**config.mk**
```make
export PLATFORM = sky130hd
export DESIGN_NAME = seg7_scan_ctrl
export DESIGN_NICKNAME = d
export VERILOG_FILES = /design/src/rtl/seg7_scan_ctrl.sv
export SDC_FILE = /design/constraint.sdc
export NUM_CORES = 1
export LEC_CHECK = 0
export BUFFER_PORTS_ARGS = -buffer_cell sky130_fd_sc_hd__buf_2
export CAP_MARGIN = 15
export CORE_MARGIN = 4
export CORE_UTILIZATION = 30
export DETAILED_ROUTE_END_ITERATION = 6
export SKIP_LAST_GASP = 1
export SLEW_MARGIN = 10
export SYNTH_ARGS = -nofsm -noshare
export SYNTH_HDL_FRONTEND = slang
export SYNTH_SLANG_ARGS = --single-unit
export TNS_END_PERCENT = 100
```
**constraint.sdc**
```tcl
create_clock -name iClk -period 6.2 [get_ports iClk]
set_clock_uncertainty 0.2 [all_clocks]
set_input_delay 0.31 -clock iClk [delete_from_list [all_inputs] [get_ports iClk]]
set_output_delay 0.31 -clock iClk [all_outputs]
set_load 0.1 [all_outputs]
```
**src/rtl/seg7_scan_ctrl.sv**
```systemverilog
// Multiplexed 7-segment scan controller: one shared BCD decoder, one-hot digit scan with blank gap,
// double-buffered display value swapped only at frame boundaries. Optional macro: SEG7_LEADING_ZERO_BLANK_EN.
module seg7_scan_ctrl #(
    parameter int NUM_DIGITS   = 4,
    parameter int PRESCALE     = 50000,
    parameter int BLANK_CYCLES = 500
) (
    input  logic                    iClk,
    input  logic                    iRst_n,
    input  logic [4*NUM_DIGITS-1:0] iData,
    input  logic                    iLoad,
    output logic                    oReady,
    output logic                    oFrame,
    output logic [6:0]              oSeg,
    output logic [NUM_DIGITS-1:0]   oDigit
);

    localparam int CW = (PRESCALE > 1) ? $clog2(PRESCALE) : 1;
    localparam int IW = $clog2(NUM_DIGITS);
    localparam int DW = 4 * NUM_DIGITS;

    localparam logic [CW-1:0] CNT_LAST  = CW'(PRESCALE - 1);
    localparam logic [CW-1:0] BLANK_END = CW'(BLANK_CYCLES);
    localparam logic [IW-1:0] IDX_LAST  = IW'(NUM_DIGITS - 1);

    localparam logic [0:0] PH_BLANK = 1'b0;
    localparam logic [0:0] PH_DRIVE = 1'b1;

    logic [CW-1:0]         r_cnt;
    logic [IW-1:0]         r_idx;
    logic [DW-1:0]         r_disp;
    logic [DW-1:0]         r_pend;
    logic                  r_pflag;
    logic                  r_frame;
    logic [6:0]            r_seg;
    logic [NUM_DIGITS-1:0] r_digit;

    logic                  w_cnt_wrap;
    logic                  w_boundary;
    logic [0:0]            w_phase;
    logic [3:0]            w_nib;
    logic [6:0]            w_dec;
    logic [6:0]            w_seg_drv;

    assign w_cnt_wrap = (r_cnt == CNT_LAST);
    assign w_boundary = w_cnt_wrap && (r_idx == IDX_LAST);
    assign w_phase    = (r_cnt < BLANK_END) ? PH_BLANK : PH_DRIVE;
    assign w_nib      = r_disp[{r_idx, 2'b00} +: 4];

    always_comb begin
        w_dec = 7'b0000000;
        case (w_nib)
            4'd0: w_dec = 7'b1111110;
            4'd1: w_dec = 7'b0110000;
            4'd2: w_dec = 7'b1101101;
            4'd3: w_dec = 7'b1111001;
            4'd4: w_dec = 7'b0110011;
            4'd5: w_dec = 7'b1011011;
            4'd6: w_dec = 7'b1011111;
            4'd7: w_dec = 7'b1110000;
            4'd8: w_dec = 7'b1111111;
            4'd9: w_dec = 7'b1111011;
            default: w_dec = 7'b0000000;
        endcase
    end

`ifdef SEG7_LEADING_ZERO_BLANK_EN
    // A digit is a leading zero when it and every more significant nibble are zero; digit 0 never blanks.
    logic w_lead_zero;
    assign w_lead_zero = (r_idx != '0) && ((r_disp >> {r_idx, 2'b00}) == '0);
    assign w_seg_drv   = w_lead_zero ? 7'b0000000 : w_dec;
`else
    assign w_seg_drv   = w_dec;
`endif

    always_ff @(posedge iClk or negedge iRst_n) begin
        if (!iRst_n) begin
            r_cnt   <= '0;
            r_idx   <= '0;
            r_disp  <= '0;
            r_pend  <= '0;
            r_pflag <= 1'b0;
            r_frame <= 1'b0;
            r_seg   <= 7'b0000000;
            r_digit <= '0;
        end else begin
            r_cnt <= w_cnt_wrap ? '0 : r_cnt + 1'b1;
            if (w_cnt_wrap)
                r_idx <= (r_idx == IDX_LAST) ? '0 : r_idx + 1'b1;

            // Swap has priority; a load arriving while pending is already ignored since oReady is low.
            if (w_boundary && r_pflag) begin
                r_disp  <= r_pend;
                r_pflag <= 1'b0;
            end else if (iLoad && !r_pflag) begin
                r_pend  <= iData;
                r_pflag <= 1'b1;
            end

            r_frame <= w_boundary;
            if (w_phase == PH_DRIVE) begin
                r_seg   <= w_seg_drv;
                r_digit <= {{(NUM_DIGITS-1){1'b0}}, 1'b1} << r_idx;
            end else begin
                r_seg   <= 7'b0000000;
                r_digit <= '0;
            end
        end
    end

    assign oReady = ~r_pflag;
    assign oFrame = r_frame;
    assign oSeg   = r_seg;
    assign oDigit = r_digit;

endmodule

```
-- Word-level counts from Yosys, hierarchy flattened
Memories as Yosys holds them, arrays and structs flattened.
Cells that the tools add are included.
- input bits: 19
- register bits after elaboration: 63
- ROM bits: 112
- memories kept: 1
- word-level logic and storage cells: 30
- reductions and logical operators: 6
- bitwise logic cells: 2
- $lt $le $gt $ge: 1
- shifts and indexed selects: 2
- add/subtract/negate cells: 2
- equal/unequal tests: 2
- multiplexer cells: 6
- memories (name ; depth ; bits a word ; read ports ; clocked after Yosys merged registers in ; wr ports ; line ; RTL):
    (no name shown) ; 16 ; 7 ; 1 ; 0 ; 0 ; 52 ; case (w_nib)
- operator list (kind ; count):
    $add A16 B1 Y16 const B ; 1
    $eq A16 B16 Y1 const B ; 1
    $lt A16 B9 Y1 const B ; 1
    $mux W16 ; 1
    $shiftx A16 B5 Y4 ; 1
    $mux W7 ; 1
    $mux W4 ; 1
    $shl A1 B2 Y4 const A ; 1
    $logic_and A1 B1 Y1 ; 3
    $add A2 B1 Y2 const B ; 1
    $eq A2 B2 Y1 const B ; 1
    $mux W1 ; 2
    $mux W2 ; 1
    $not A1 Y1 ; 2
    $reduce_and A2 Y1 ; 1
    $reduce_bool A2 Y1 ; 1
    $logic_not A1 Y1 ; 1

-- Depth between registers and ports, before layout
- depth after elaboration: 5
- gate-level depth with buffers: 7
- depth with buffers taken out: 6

-- Worst setup path before layout
No wires, ideal clock.
- path kind: reg-to-reg
- start point: reg r_cnt[12]
- end point: reg r_disp[14]
- data arrival time: 2.072 ns
- cell stages (with the launch flop): 7
- slack: 3.801 ns
- path buffers: 2
- library setup time: 0.127 ns
- clock period less this slack: 2.399 ns
- cell sequence: dfrtp_1 > or4_4 > nor4_4 > and3_1 > buf_6 > buf_12 > mux2_1
- longest elaborated chain between the ends: 3
- ends and longest elaborated chain (item ; line ; RTL):
    start, declared ; 29 ; logic [CW-1:0] r_cnt;
    start signal, assigned ; 87 ; r_cnt <= w_cnt_wrap ? '0 : r_cnt + 1'b1;
    $eq A16 B16 Y1 ; 45 ; assign w_cnt_wrap = (r_cnt == CNT_LAST);
    $logic_and A1 B1 Y1 ; 46 ; assign w_boundary = w_cnt_wrap && (r_idx == IDX_LAST);
    $logic_and A1 B1 Y1 ; 92 ; if (w_boundary && r_pflag) begin
    end signal, assigned ; 93 ; r_disp <= r_pend;
    end, declared ; 31 ; logic [DW-1:0] r_disp;
Every way passes these cells.
A chain may end at the register's enable or synchronous reset.

-- Worst setup path in the final report
- start point: reg r_cnt[12]
- end point: reg r_disp[5]
Same word-level chain as after synthesis.

==> impl_metrics.csv <==
group,metric,value,unit
clock_network,worstSkewPairLatency,330,ps
timing,slew_headroom,31.77,%
critical_path,crit_path_start_kind,"flip-flop",
timing,min_setup_slack_post_route,2986,ps
power,vdd_drop_max,99.67,uV
synth,synth.lib_cells_used.distinct,38,
timing,fin_crit_sh,51.84,%
die,initial_core_util,30.76,%
synth,ys_seq_area_share,55.73,%
clock_network,tritoncts_num_sinks,63,
power,power_switching,169.3,uW
place,place_inst,354,
global_route,grt_pass1_wl,8811,um
hold_path,type_of_the_tightest_min_delay_check,"input pin to flip-flop",
route,drt_pass1_iterations,4,
route,antenna_left,0,
global_route,grt_antenna_before_repair,0,
critical_path,critPathKind,"flip-flop to flip-flop",
final_layout,layoutNonFillerInstCount,386,
timing,achievable-frequency,311.1,MHz
power,netSwitchingFraction,19.68,%
route,routed-via-count,1744,
global_route,grt_use_met2,13.52,%
place,dp_hpwl,3416,um
clock_network,tritoncts,"done",
power,leakage_power_of_the_design,0.001653,uW
timing,unrepaired_setup_endpoints_after_global_routing,"false",
die,die_area,11050,um2
global_route,grt_max_degree,64,
synth,ys.warnings.count,0,
final_layout,fillerInstances,927,
synth,ys.flop_type,"sky130_fd_sc_hd__dfrtp_1",
synth,yosys_top_cell_by_area,"sky130_fd_sc_hd__dfrtp_1",
timing,post-route-min-period,3214,ps
clock_network,path_clk_slew,70,ps
critical_path,setup_crit_end_kind,"flip-flop",
timing,tightestPinTransition,1007,ps
route,avgRoutedWirePerCell,12.54,um
clock_network,clockBufferDepth,2,
final_layout,drive_above_1_share,30.55,%
global_route,grt-busiest-layer,"met1",
final_layout,finalCoreUtilization,37.70,%
synth,postSynthAreaPerCell,12.98,um2
power,power.internal,691.2,uW
synth,post_synth_main_area_contributors,"sky130_fd_sc_hd__dfrtp_1 56%, sky130_fd_sc_hd__mux2_2 9.6%, sky130_fd_sc_hd__ha_1 4.4%",
place,gp_congestion,0.7575,
power,powerDensity,248.2,nW/um2
final_layout,final_common_cell,"sky130_fd_sc_hd__dfrtp_1",
timing,final-setup-viol-count,0,
synth,synthesis.nets,247,
global_route,global_route.usage.met1,14.07,%
power,seq_power_share,50.0,%
synth,synth_edf_count,0,
clock_network,cts-buffers-inserted,9,
clock_network,cts_setup_buffers,0,
global_route,grt_usage,9.900,%
run_status,status,"complete, no violations",
route,first_drt_iteration_drcs,63,
place,dpl_worst_slack,2948,ps
clock_network,cts-htree-levels,3,
final_layout,top_library_cells_by_usage_in_the_layout_fill_and_taps_aside,"63 x sky130_fd_sc_hd__dfrtp_1, 31 x sky130_fd_sc_hd__buf_2, 24 x sky130_fd_sc_hd__mux2_2",
timing,finalHoldWorstSlack,21.84,ps
timing,setup_total_negative_slack,0,ps
die,rows,35,
run,drv.max_cap_violation_count,0,
power,comb_power_share,3.7,%
clock_network,cts.repair.resized,0,
critical_path,critPathRequiredTime,6220,ps
route,wl,4842,um
synth,post_synth_inst_count,218,
timing,report.final.slew_viol_count,0,
global_route,grt.overflow.total,0,
place,port-buffer-count,31,
route,remaining_drc_errors,0,
synth,synth_async_sr_flop_share,100.0,%
die,io_pins,32,
critical_path,arrival_time_at_the_worst_endpoint,3230,ps
clock_network,cts.hold.buffers_added,16,
critical_path,critical_path.max_fanout,17,
synth,synth.ff_latch_count,63,
global_route,grt_pass1_vias,1821,
timing,hold_violations,0,
die,core_area,9196,um2
final_layout,growth_of_design_area_from_synthesis_to_finish,22.56,%
global_route,grt_use_met3,3.706,%
final_layout,num_antenna_cells,0,
die,die_height,105.1,um
final_layout,num-nets-final,299,
route,routed_via_density,4.518,
clock_network,cts_root_buffer,"sky130_fd_sc_hd__clkbuf_8",
synth,yosysTopAreaCellShare,55.73,%
power,clock_power_share,46.3,%
die,die_w,105.1,um
synth,netlist_area,2829,um2
-- state kept, by name, summed over array words and instances, names as in the netlist --
| register | count |
|---|---|
| r_cnt | 16 |
| r_disp | 16 |
| r_pend | 16 |
| oSeg | 7 |
| oDigit | 4 |
| r_idx | 2 |
| oFrame | 1 |
| r_pflag | 1 |
-- through the flow --
step | cell area, um2 | power, uW
final | 3467 | 860.5
after global routing | 3467 | 903.5
after CTS | 3467 | 875.5
after detailed placement | 3083 | 464.3
after global placement | 3083 | 463.2
after floorplan | 2829 | 445.7
-- per-layer routing --
metal | vias to the layer above | share of wire, %
met1 | 842 | 50
met3 | 8 | 5.4
li1 | 863 | -
met2 | 31 | 42
met4 | 0 | 1.9
met5 | - | 0
-- area by class of cell --
type,count,area [um2],share of cell area (%)
clock inverter,3,65.06,1.877
tap,111,138.9,4.006
clock buffer,13,158.9,4.583
multi-input combinational,138,1164,33.56
inverter,9,33.78,0.9744
sequential,63,1577,45.47
timing repair buffer,49,330.3,9.527
-- worst paths after layout --
check,cells past startpoint,startpoint,end,slack (ps)
max,4,r_cnt[12]$_DFF_PN0_,r_disp[5]$_DFFE_PN0P_,2990
min,2,iData[13],r_pend[13]$_DFFE_PN0P_,20
max reg2reg,4,r_cnt[12]$_DFF_PN0_,r_disp[5]$_DFFE_PN0P_,2990
min reg2reg,1,r_cnt[0]$_DFF_PN0_,r_cnt[0]$_DFF_PN0_,290
max in group asynchronous,3,iRst_n,r_cnt[4]$_DFF_PN0_,4820
min in group asynchronous,3,iRst_n,r_cnt[13]$_DFF_PN0_,480
-- kinds of logic after synthesis --
logic type	synth area share [%]
adders and majority gates	4.423
xor gates and xnor gates	3.405
AOI/OAI and AO/OA	4.246
and+or+nand+nor	10.35
DFF	55.73
muxes	18.71
buffers and inverters	3.140
-- power by group through the flow --
| stage | Sequential [uW] | Clock (uW) | Combinational [uW] |
|---|---|---|---|
| global placement | 438 | 0 | 25.2 |
| finish | 430 | 398 | 32.2 |
| global route | 432 | 435 | 37.3 |
| CTS | 431 | 411 | 33.6 |
| detailed placement | 438 | 0 | 25.8 |
| floorplan | 435 | 0 | 10.8 |
-- worst max-delay path, stage by stage (launching register included) --
cell                      delay, ps
sky130_fd_sc_hd__dfrtp_1        420
sky130_fd_sc_hd__or4_4          560
sky130_fd_sc_hd__nor4_4         670
sky130_fd_sc_hd__and3_1         830
sky130_fd_sc_hd__mux2_2         410
-- cells in the mapped netlist, types with 2 or more instances --
cell type	count
sky130_fd_sc_hd__a21oi_1	7
sky130_fd_sc_hd__a31oi_1	2
sky130_fd_sc_hd__and2_1	5
sky130_fd_sc_hd__and3_1	3
sky130_fd_sc_hd__clkbuf_1	5
sky130_fd_sc_hd__dfrtp_1	63
sky130_fd_sc_hd__ha_1	10
sky130_fd_sc_hd__inv_1	9
sky130_fd_sc_hd__mux2_2	24
sky130_fd_sc_hd__mux2_4	8
sky130_fd_sc_hd__mux2i_1	6
sky130_fd_sc_hd__mux4_2	3
sky130_fd_sc_hd__nand2_1	11
sky130_fd_sc_hd__nand3_1	5
sky130_fd_sc_hd__nor2_1	14
sky130_fd_sc_hd__nor2b_1	2
sky130_fd_sc_hd__nor3_1	4
sky130_fd_sc_hd__nor4_1	2
sky130_fd_sc_hd__o21ai_0	7
sky130_fd_sc_hd__xnor2_1	6
sky130_fd_sc_hd__xor2_1	5
No activity file was read; power rests on OpenSTA's default activity.
